## config.mk

```make
export PLATFORM = sky130hd
export DESIGN_NAME = pixel_write_port
export DESIGN_NICKNAME = d
export VERILOG_FILES = /design/src/rtl/pixel_write_port.sv
export SDC_FILE = /design/constraint.sdc
export NUM_CORES = 1
export LEC_CHECK = 0
export CORE_MARGIN = 2
export CORE_UTILIZATION = 53
export CTS_BUF_LIST = sky130_fd_sc_hd__clkbuf_16
export CTS_CLUSTER_SIZE = 20
export DETAILED_ROUTE_END_ITERATION = 10
export GPL_TIMING_DRIVEN = 0
export PLACE_DENSITY = 0.76
export RECOVER_POWER = 100
export SLEW_MARGIN = 0
export SYNTH_ARGS = -nofsm -noshare
export SYNTH_HDL_FRONTEND = slang
export SYNTH_SLANG_ARGS = --single-unit
```

## constraint.sdc

```tcl
create_clock -name clk_10mhz -period 2.6 [get_ports clk_10mhz]
set_input_delay 0.52 -clock clk_10mhz [delete_from_list [all_inputs] [get_ports clk_10mhz]]
set_output_delay 0.52 -clock clk_10mhz [all_outputs]
set_load 0.02 [all_outputs]
```

## src/rtl/pixel_write_port.sv

```systemverilog
// -----------------------------------------------------------------------------
// pixel_write_port
//
// Upstream feeder for the 200x150 VGA framebuffer.
//
// Host pixel writes arrive asynchronously: a strobe on an interrupt pin plus
// an address and a 3-bit {b,g,r} colour. Each write is synchronized into the
// clk_10mhz domain and range-checked. Surviving writes are buffered in a small
// FIFO. A registered output stage then presents them to the framebuffer write
// port with a valid/ready handshake.
//
// A clear_req pulse runs a full-screen clear. During the clear the output
// stage walks every address once with CLEAR_COLOR. Host writes captured
// meanwhile stay queued and drain afterwards, so they land on top of the
// cleared screen.
//
// Ports
//   clk_10mhz    in   1       pixel clock, everything on the rising edge
//   reset        in   1       synchronous, active-high
//   host_strobe  in   1       async write strobe, write on its rising edge
//   host_addr    in   ADDR_W  async pixel address
//   host_rgb     in   DATA_W  async pixel data {b,g,r}
//   clear_req    in   1       one-cycle pulse, starts the clear sequence
//   fb_wr_addr   out  ADDR_W  framebuffer write address
//   fb_wr_data   out  DATA_W  framebuffer write data
//   fb_wr_valid  out  1       write pending
//   fb_wr_ready  in   1       framebuffer accepts (transfer on valid&&ready)
//   busy         out  1       clear sequence in progress
//   overflow     out  1       sticky: host write dropped, FIFO full
//   range_err    out  1       sticky: host write dropped, addr >= PIXELS
// -----------------------------------------------------------------------------
module pixel_write_port #(
  parameter int                ADDR_W      = 15,
  parameter int                DATA_W      = 3,
  parameter int                PIXELS      = 30000,
  parameter int                FIFO_DEPTH  = 4,
  parameter int                SYNC_STAGES = 2,
  parameter logic [DATA_W-1:0] CLEAR_COLOR = '0
) (
  input  logic              clk_10mhz,
  input  logic              reset,
  input  logic              host_strobe,
  input  logic [ADDR_W-1:0] host_addr,
  input  logic [DATA_W-1:0] host_rgb,
  input  logic              clear_req,
  output logic [ADDR_W-1:0] fb_wr_addr,
  output logic [DATA_W-1:0] fb_wr_data,
  output logic              fb_wr_valid,
  input  logic              fb_wr_ready,
  output logic              busy,
  output logic              overflow,
  output logic              range_err
);

  localparam int                PTR_W     = $clog2(FIFO_DEPTH);
  localparam int                ENTRY_W   = ADDR_W + DATA_W;
  localparam logic [ADDR_W-1:0] LAST_ADDR = ADDR_W'(PIXELS - 1);

  typedef enum logic {
    ST_IDLE,
    ST_CLEAR
  } state_t;

  state_t state;
  state_t state_next;

  // ---------------------------------------------------------------------------
  // Pin synchronizers
  // ---------------------------------------------------------------------------
  logic [SYNC_STAGES-1:0] strobe_sync;
  logic [ADDR_W-1:0]      addr_sync [SYNC_STAGES];
  logic [DATA_W-1:0]      rgb_sync  [SYNC_STAGES];
  logic                   strobe_prev;
  logic                   strobe_rise;

  // Address and data go through the same number of stages as the strobe.
  // The host holds them stable around the strobe edge, so the last stage is
  // settled when the strobe edge is seen.
  always_ff @(posedge clk_10mhz) begin
    if (reset) begin
      strobe_sync <= '0;
      strobe_prev <= 1'b0;
      for (int i = 0; i < SYNC_STAGES; i++) begin
        addr_sync[i] <= '0;
        rgb_sync[i]  <= '0;
      end
    end else begin
      strobe_sync  <= {strobe_sync[SYNC_STAGES-2:0], host_strobe};
      strobe_prev  <= strobe_sync[SYNC_STAGES-1];
      addr_sync[0] <= host_addr;
      rgb_sync[0]  <= host_rgb;
      for (int i = 1; i < SYNC_STAGES; i++) begin
        addr_sync[i] <= addr_sync[i-1];
        rgb_sync[i]  <= rgb_sync[i-1];
      end
    end
  end

  assign strobe_rise = strobe_sync[SYNC_STAGES-1] & ~strobe_prev;

  // ---------------------------------------------------------------------------
  // Capture register: one cycle between edge detect and the FIFO push
  // ---------------------------------------------------------------------------
  logic              cap_valid;
  logic [ADDR_W-1:0] cap_addr;
  logic [DATA_W-1:0] cap_rgb;
  logic              cap_out_of_range;

  always_ff @(posedge clk_10mhz) begin
    if (reset) begin
      cap_valid <= 1'b0;
      cap_addr  <= '0;
      cap_rgb   <= '0;
    end else begin
      cap_valid <= strobe_rise;
      if (strobe_rise) begin
        cap_addr <= addr_sync[SYNC_STAGES-1];
        cap_rgb  <= rgb_sync[SYNC_STAGES-1];
      end
    end
  end

  assign cap_out_of_range = cap_addr > LAST_ADDR;

  // ---------------------------------------------------------------------------
  // Write FIFO
  // ---------------------------------------------------------------------------
  logic [ENTRY_W-1:0] fifo_mem [FIFO_DEPTH];
  logic [PTR_W:0]     wr_ptr;
  logic [PTR_W:0]     rd_ptr;
  logic [PTR_W:0]     fill;
  logic [PTR_W-1:0]   rd_idx;
  logic [PTR_W-1:0]   rd_next_idx;
  logic               fifo_empty;
  logic               fifo_full;
  logic               fifo_multi;
  logic               push;
  logic               pop;
  logic [ADDR_W-1:0]  head_addr;
  logic [DATA_W-1:0]  head_rgb;
  logic [ADDR_W-1:0]  next_addr;
  logic [DATA_W-1:0]  next_rgb;

  assign fill        = wr_ptr - rd_ptr;
  assign fifo_empty  = (fill == '0);
  assign fifo_full   = (fill == (PTR_W+1)'(FIFO_DEPTH));
  assign fifo_multi  = (fill > (PTR_W+1)'(1));
  assign rd_idx      = rd_ptr[PTR_W-1:0];
  assign rd_next_idx = rd_idx + PTR_W'(1);

  assign {head_addr, head_rgb} = fifo_mem[rd_idx];
  assign {next_addr, next_rgb} = fifo_mem[rd_next_idx];

  // A pop in the same cycle frees a slot, so a full FIFO can still accept.
  assign push = cap_valid & ~cap_out_of_range & (~fifo_full | pop);

  always_ff @(posedge clk_10mhz) begin
    if (push) begin
      fifo_mem[wr_ptr[PTR_W-1:0]] <= {cap_addr, cap_rgb};
    end
  end

  always_ff @(posedge clk_10mhz) begin
    if (reset) begin
      wr_ptr <= '0;
      rd_ptr <= '0;
    end else begin
      if (push) begin
        wr_ptr <= wr_ptr + (PTR_W+1)'(1);
      end
      if (pop) begin
        rd_ptr <= rd_ptr + (PTR_W+1)'(1);
      end
    end
  end

  // ---------------------------------------------------------------------------
  // Sticky error flags
  // ---------------------------------------------------------------------------
  always_ff @(posedge clk_10mhz) begin
    if (reset) begin
      range_err <= 1'b0;
      overflow  <= 1'b0;
    end else begin
      if (cap_valid && cap_out_of_range) begin
        range_err <= 1'b1;
      end
      if (cap_valid && !cap_out_of_range && fifo_full && !pop) begin
        overflow <= 1'b1;
      end
    end
  end

  // ---------------------------------------------------------------------------
  // Clear request capture
  // ---------------------------------------------------------------------------
  logic clear_pend;
  logic clear_take;
  logic out_xfer;
  logic at_last_addr;

  assign out_xfer     = fb_wr_valid & fb_wr_ready;
  assign at_last_addr = (fb_wr_addr == LAST_ADDR);

  // The clear can only start once the output stage is free. Until then the
  // request waits here. Requests during a clear are ignored.
  assign clear_take = (state == ST_IDLE) && (clear_req || clear_pend) &&
                      (!fb_wr_valid || fb_wr_ready);

  always_ff @(posedge clk_10mhz) begin
    if (reset) begin
      clear_pend <= 1'b0;
    end else if (clear_take) begin
      clear_pend <= 1'b0;
    end else if (state == ST_IDLE && clear_req) begin
      clear_pend <= 1'b1;
    end
  end

  // ---------------------------------------------------------------------------
  // FSM: state register
  // ---------------------------------------------------------------------------
  always_ff @(posedge clk_10mhz) begin
    if (reset) begin
      state <= ST_IDLE;
    end else begin
      state <= state_next;
    end
  end

  // ---------------------------------------------------------------------------
  // FSM: next state
  // ---------------------------------------------------------------------------
  always_comb begin
    state_next = state;
    case (state)
      ST_IDLE: begin
        if (clear_take) begin
          state_next = ST_CLEAR;
        end
      end
      ST_CLEAR: begin
        if (out_xfer && at_last_addr) begin
          state_next = ST_IDLE;
        end
      end
      default: state_next = ST_IDLE;
    endcase
  end

  // ---------------------------------------------------------------------------
  // FSM: outputs and output-stage controls
  // ---------------------------------------------------------------------------
  logic clear_start;
  logic clear_step;
  logic load_head;
  logic load_next;
  logic drop_valid;

  // In IDLE the output register mirrors the FIFO head. The head is popped
  // only when the framebuffer takes it. At that point the entry behind it is
  // loaded in the same cycle, so back-to-back writes have no bubble.
  always_comb begin
    busy        = 1'b0;
    pop         = 1'b0;
    clear_start = 1'b0;
    clear_step  = 1'b0;
    load_head   = 1'b0;
    load_next   = 1'b0;
    drop_valid  = 1'b0;
    case (state)
      ST_IDLE: begin
        pop = out_xfer;
        if (clear_take) begin
          clear_start = 1'b1;
        end else if (out_xfer) begin
          if (fifo_multi) begin
            load_next = 1'b1;
          end else begin
            drop_valid = 1'b1;
          end
        end else if (!fb_wr_valid && !fifo_empty) begin
          load_head = 1'b1;
        end
      end
      ST_CLEAR: begin
        busy = 1'b1;
        // The FIFO head was never popped during the clear. It is still at
        // rd_ptr, so it reloads straight after the last clear pixel.
        if (out_xfer) begin
          if (at_last_addr) begin
            if (!fifo_empty) begin
              load_head = 1'b1;
            end else begin
              drop_valid = 1'b1;
            end
          end else begin
            clear_step = 1'b1;
          end
        end
      end
      default: begin
        busy = 1'b0;
      end
    endcase
  end

  // ---------------------------------------------------------------------------
  // Output register
  // ---------------------------------------------------------------------------
  // During a clear, fb_wr_addr itself is the clear counter.
  always_ff @(posedge clk_10mhz) begin
    if (reset) begin
      fb_wr_valid <= 1'b0;
      fb_wr_addr  <= '0;
      fb_wr_data  <= '0;
    end else if (clear_start) begin
      fb_wr_valid <= 1'b1;
      fb_wr_addr  <= '0;
      fb_wr_data  <= CLEAR_COLOR;
    end else if (clear_step) begin
      fb_wr_addr <= fb_wr_addr + ADDR_W'(1);
    end else if (load_head) begin
      fb_wr_valid <= 1'b1;
      fb_wr_addr  <= head_addr;
      fb_wr_data  <= head_rgb;
    end else if (load_next) begin
      fb_wr_valid <= 1'b1;
      fb_wr_addr  <= next_addr;
      fb_wr_data  <= next_rgb;
    end else if (drop_valid) begin
      fb_wr_valid <= 1'b0;
    end
  end

endmodule

```

* Yosys cells after proc, flatten, opt, wreduce, memory -nomap -nowiden
Memory sizes are Yosys's and may differ from the RTL's. A register that Yosys moved wholly into a read port is not among the register bits. Index checks and enable logic that the tools add are counted.
Word-level totals: RAM bits 108, ROM bits 0, memories kept 3, bits in registers 33, output and inout port bits 22, bits of input ports 23, bits in latches 0, logic and storage cells 110
Memory list:
- fifo_mem | depth 4, width 18, read ports 2, clocked after memory_dff 1, wr ports 1, line 128 | logic [ENTRY_W-1:0] fifo_mem [FIFO_DEPTH];
- addr_sync | depth 2, width 15, read ports 2, clocked after memory_dff 1, wr ports 2, line 71 | logic [ADDR_W-1:0] addr_sync [SYNC_STAGES];
- rgb_sync | depth 2, width 3, read ports 2, clocked after memory_dff 1, wr ports 2, line 72 | logic [DATA_W-1:0] rgb_sync [SYNC_STAGES];
Cells by class: div/mod/pow operators 0, shifts and indexed selects 0, equality and inequality tests 3, muxes and demuxes 48, order comparisons 2, reductions and logical operators 23, bitwise operators 14, multipliers 0, add/subtract/negate cells 5
Operators with widths (number):
- two-way mux 15 bit | 5
- two-way mux 1 bit | 34
- adder 15 x 1 -> 15 bit (second input constant) | 1
- == test 15 bit (second input constant) | 1
- greater-than comparator 15 bit (second input constant) | 1
- two-way mux 3 bit | 4
- logical AND 1 bit | 9
- adder 3 x 1 -> 3 bit (second input constant) | 2
- one-hot mux 1 bit (2 select lines) | 3
- inverter 1 bit | 5
- OR 1 bit | 5
- AND 1 bit | 4
- zero test 1 bit | 4
- two-way mux 2 bit | 2
- AND reduction 2 bit | 2
- nonzero test 4 bit | 1
- OR reduction 2 bit | 2
- == test 3 bit (second input constant) | 1
- greater-than comparator 3 x 1 -> 1 bit (second input constant) | 1
- zero test 3 bit | 1
- nonzero test 3 bit | 1
- subtractor 3 bit | 1
- adder 2 x 1 -> 2 bit (second input constant) | 1
- logical OR 1 bit | 2
- 2 further kinds | 2

* Logic depth before layout (Yosys ltp)
word-level depth 11, depth in mapped cells 10, gate-level depth less buffers 9

* Least setup slack after synthesis
OpenSTA, ideal clock, no wires.
path type reg2reg, start register wr_ptr[0], end register fb_wr_addr[10], slack 0.075 ns, setup time 0.145 ns, path buffers 1, data arrival time 2.380 ns, data required time 2.455 ns, cell stages (with the launch flop) 11, clock period less this slack 2.525 ns, cells stage by stage dfxtp_1 > inv_1 > ha_1 > fa_1 > xnor3_1 > nand3_1 > a32o_1 > a31o_2 > buf_4 > a211oi_1 > nor4_1
On the way: cells in the longest elaborated chain, start to end 10, elaborated cells on any way between the ends 19
RTL lines:
- start, declared | line 129 | logic [PTR_W:0] wr_ptr;
- start signal, assigned | line 169 | wr_ptr <= wr_ptr + (PTR_W+1)'(1);
- subtractor 3 bit (*) | line 144 | assign fill = wr_ptr - rd_ptr;
- zero test 3 bit | line 145 | assign fifo_empty = (fill == '0);
- zero test 1 bit
- logical AND 1 bit | line 282 | end else if (!fb_wr_valid && !fifo_empty) begin
- two-way mux 1 bit | line 282
- two-way mux 1 bit | line 276 | end else if (out_xfer) begin
- two-way mux 1 bit | line 274 | if (clear_take) begin
- one-hot mux 1 bit (2 select lines) | line 271 | case (state)
- two-way mux 15 bit | line 323 | end else if (load_head) begin
- two-way mux 15 bit | line 321 | end else if (clear_step) begin
- end signal, assigned | line 322 | fb_wr_addr <= fb_wr_addr + ADDR_W'(1);
- end signal, assigned | line 325 | fb_wr_addr <= head_addr;
- end signal, assigned | line 329 | fb_wr_addr <= next_addr;
- end, declared | line 46 | output logic [ADDR_W-1:0] fb_wr_addr,
Every way passes the cells marked *; elsewhere a longest branch is shown, timed or not. A chain may end at the register's enable or synchronous reset.

* Worst setup path after layout
start register wr_ptr[0], end memory fifo_mem[2][11] (netlist bit) (enable)
On the way: cells in the longest elaborated chain, start to end 7
RTL lines:
- subtractor 3 bit | line 144
- == test 3 bit | line 146 | assign fifo_full = (fill == (PTR_W+1)'(FIFO_DEPTH));
- inverter 1 bit | line 155 | assign push = cap_valid & ~cap_out_of_range & (~fifo_full | pop);
- OR 1 bit | line 155
- AND 1 bit | line 155
- two-way mux 1 bit | line 158 | if (push) begin
- two-way mux 1 bit (not written as such) | line 159 | fifo_mem[wr_ptr[PTR_W-1:0]] <= {cap_addr, cap_rgb};
- end, declared | line 128
Several ways; a longest one is shown, not always the timed one.

==> summary.txt <==
Run status
  – Status: finished, violations left
  – Failing checks: negative setup slack

Synth
  – Primary FF master, synth: dfxtp_1
  – #FFs+latches synth: 161
  – Synth warnings: 0
  – Synthesized Nets: 532
  – Number of synthesized flops with an enable pin: 72
  – Synth async-reset ratio: 0%
  – Sequential element share of the synthesized area: 59.83%
  – Avg Inst Size Synth: 13.16 um^2
  – Mapped cell area: 6591 um^2
  – Netlist cell types: 57
  – Post-Synthesis Cells: 501

Placed design
  – I/O Buffers: 43
  – Post-DP HPWL: 9295 um
  – Cell Area, Placed: 7232 um^2
  – Routability congestion estimate: 0.8365

Timing
  – Final min period: 2628 ps
  – RSZ-0062 raised after global routing: yes
  – Slew margin rel.: 48.57%
  – Slew Limit Fails: 0
  – Max Freq: 380.5 MHz
  – Final setup vio count: 36
  – Layout Skew: 15.10 ps
  – WHS: 430.1 ps
  – Hold violation count in the final report: 0
  – Fin crit share: 101.1%
  – Final Worst Setup Slack: -28.02 ps
  – Worst Tran Pin Value: 769.9 ps

GRT
  – Vias in the first global route: 4052
  – Antenna violations before repair: 0
  – Largest net degree at the start of global routing: 19
  – Grt total ovfl: 0
  – Total GRT Usage: 21.40%
  – First-pass GRT wire length: 21020 um

Pwr
  – Worst IR Drop VDD: 532.3 uV
  – PwrDens: 700.9 nW/um^2
  – Tot Pwr: 0.005553 W
  – Leakage: 2.815 nW

Detailed routing
  – Wire length per cell: 17.91 um
  – DR vias/cell: 5.677
  – Vias: 4252
  – Routed Antenna Nets: 0
  – Iteration-0 DRC Markers: 323
  – Routed WL: 13410 um
  – DRT Pass-1 Iters: 5
  – Detailed-route DRC error count: 0

Worst setup path
  – Largest fanout on the critical path: 18
  – Crit path largest cell delay: 580 ps
  – Worst Path Class, Setup: reg -> reg
  – Startpoint Class: flop
  – Slowest stage cell, crit path: fa_2
  – Crit path max-delay family: simple AND/OR/NAND/NOR gates
  – CP endpoint kind: flop
  – Crit path buffers/inverters: 1
  – Critical path arrival: 2740 ps
  – R2r setup slk: -30 ps
  – Critical path, cell by cell: inv_2 -> ha_1 -> fa_2 -> nand2_1 -> or3_1 -> nor2b_1 -> and2_2
  – Worst EP required: 2710 ps

Final layout
  – Most common cell after layout, fill and taps aside: dfxtp_1
  – Nets@finish: 599
  – Fin area: 7923 um^2
  – Most frequent cells in the layout: dfxtp_1, edfxtp_1, nand2_1, nor2b_1, mux4_2
  – Share of layout cells above drive strength 1: 18.07%
  – Ant. Diodes: 0
  – Layout area overhead: 20.20%

Floorplan
  – Die Area: 13340 um^2
  – Core ar.: 12060 um^2
  – I/O pins: 45
  – Die boundary width: 115.5 um
  – Chip height: 115.5 um
  – Initial Utilization: 54.65%
  – Rows: 40

Clock tree
  – Clock slew at reported path FFs: 60 ps
  – CTS Root Cell: clkbuf_16
  – Worst skew pair latency: 430 ps
  – Hold Buf Count CTS: 0
  – Cts bufs inserted: 17
  – TritonCTS clock tree: done
  – H-tree Lvls: 4
  – Worst-case clock buffer depth: 2
  – Clock Sinks: 161

Flow run
  – Max Cap Viol: 0

Hold path
  – Worst min-delay path class: reg -> reg
==> worst paths after layout <==
kind	cells past startpoint	endpoint	start
worst max-delay path	7	fifo_mem[2][11]	wr_ptr[0]
worst min-delay path	2	cap_rgb[1]	rgb_sync[1][1]
worst max register to register	7	fifo_mem[2][11]	wr_ptr[0]
worst min register to register	2	cap_rgb[1]	rgb_sync[1][1]
==> where the power goes <==
| part | internal (W) | switching, W | leakage, nW |
|---|---|---|---|
| Combinational | 0.000227 | 0.000257 | 1.13 |
| Clock | 0.00137 | 0.000976 | 0.293 |
| Sequential | 0.00269 | 0.0000372 | 1.40 |
| Total | 0.00428 | 0.00127 | 2.81 |
==> cell usage after synthesis (4+ instances only) <==
| cell | count | area share, % |
|---|---|---|
| nand4_1 | 4 | 0.38 |
| mux2i_1 | 7 | 1.1 |
| buf_2 | 5 | 0.38 |
| clkbuf_1 | 17 | 0.97 |
| buf_1 | 4 | 0.23 |
| dfxtp_1 | 89 | 27 |
| inv_1 | 4 | 0.23 |
| xnor2_1 | 7 | 0.93 |
| ha_1 | 7 | 1.3 |
| a21oi_1 | 29 | 2.2 |
| nor2_1 | 29 | 1.7 |
| o21ai_0 | 9 | 0.68 |
| edfxtp_1 | 72 | 33 |
| a31oi_1 | 5 | 0.47 |
| nand3_1 | 12 | 0.91 |
| mux4_2 | 36 | 12 |
| a211oi_1 | 6 | 0.68 |
| nand2_1 | 47 | 2.7 |
| and2_1 | 5 | 0.47 |
| nor2b_1 | 45 | 4.3 |
| nand2b_1 | 5 | 0.47 |
| a22oi_1 | 11 | 1.3 |
==> metrics by stage <==
stage	setup TNS, ps	utilization, %	setup WS, ps	cells
after global routing	-4400	65.68	-102.2	749
after floorplan	0	-	75.10	501
after global placement	-19250	59.96	-301.3	712
after CTS	-1079	65.13	-25.44	748
after detailed placement	-27110	59.96	-401.2	712
final	-645.4	65.68	-28.02	749
==> worst min-delay path, delay by kind of cell, from the launching register on <==
family          cells  cell delay [ps]
compound gates      1               50
flops               1              290
simple gates        1               40
==> metal layers <==
metal | vias up | track usage [%] | wire length [um]
li1 | 2005 | - | -
met1 | 2082 | 25.78 | 5545
met2 | 144 | 36.10 | 6811
met3 | 21 | 5.701 | 733
met4 | 0 | 9.880 | 320
met5 | - | 0 | 0
==> cell families (layout without fill, tap and decap cells) <==
logic type	count (synthesis)	in the layout	share of synthesized area (%)
AOI/OAI and AO/OA	80	80	8.106
xor gates and xnor gates	11	11	1.671
adders and majority gates	8	8	1.632
buffers and inverters	32	112	2.088
DFF	161	161	59.83
muxes	44	44	13.53
and+or+nand+nor	165	165	13.14
==> sequential cells by signal, summed over array words and instances (netlist names), named ones only <==
name / flops
wr_ptr: 3
strobe_sync: 2
fifo_mem: 72
range_err: 1
cap_valid: 1
overflow: 1
fb_wr_valid: 1
state: 1
fb_wr_addr: 15
cap_addr: 15
addr_sync: 30
strobe_prev: 1
rd_ptr: 3
clear_pend: 1
cap_rgb: 3
fb_wr_data: 3
rgb_sync: 6
==> layout make-up <==
| cell class | count | area (um^2) |
|---|---|---|
| Fill cell | 896 | 4139 |
| Sequential cell | 161 | 3945 |
| Multi-Input combinational cell | 308 | 2581 |
| Timing Repair Buffer | 50 | 483.0 |
| Clock buffer | 18 | 450.4 |
| Tap cell | 168 | 210.2 |
| Buffer | 26 | 120.1 |
| Clock inverter | 14 | 113.9 |
| Inverter | 4 | 18.77 |
==> what timing repair did <==
action,CTS,global route
gates resized for setup,12,10
setup buffers,4,3
setup endpoints to repair,90,83
pin swaps,1,2
Note: power is estimated with default switching activity, not from simulation.
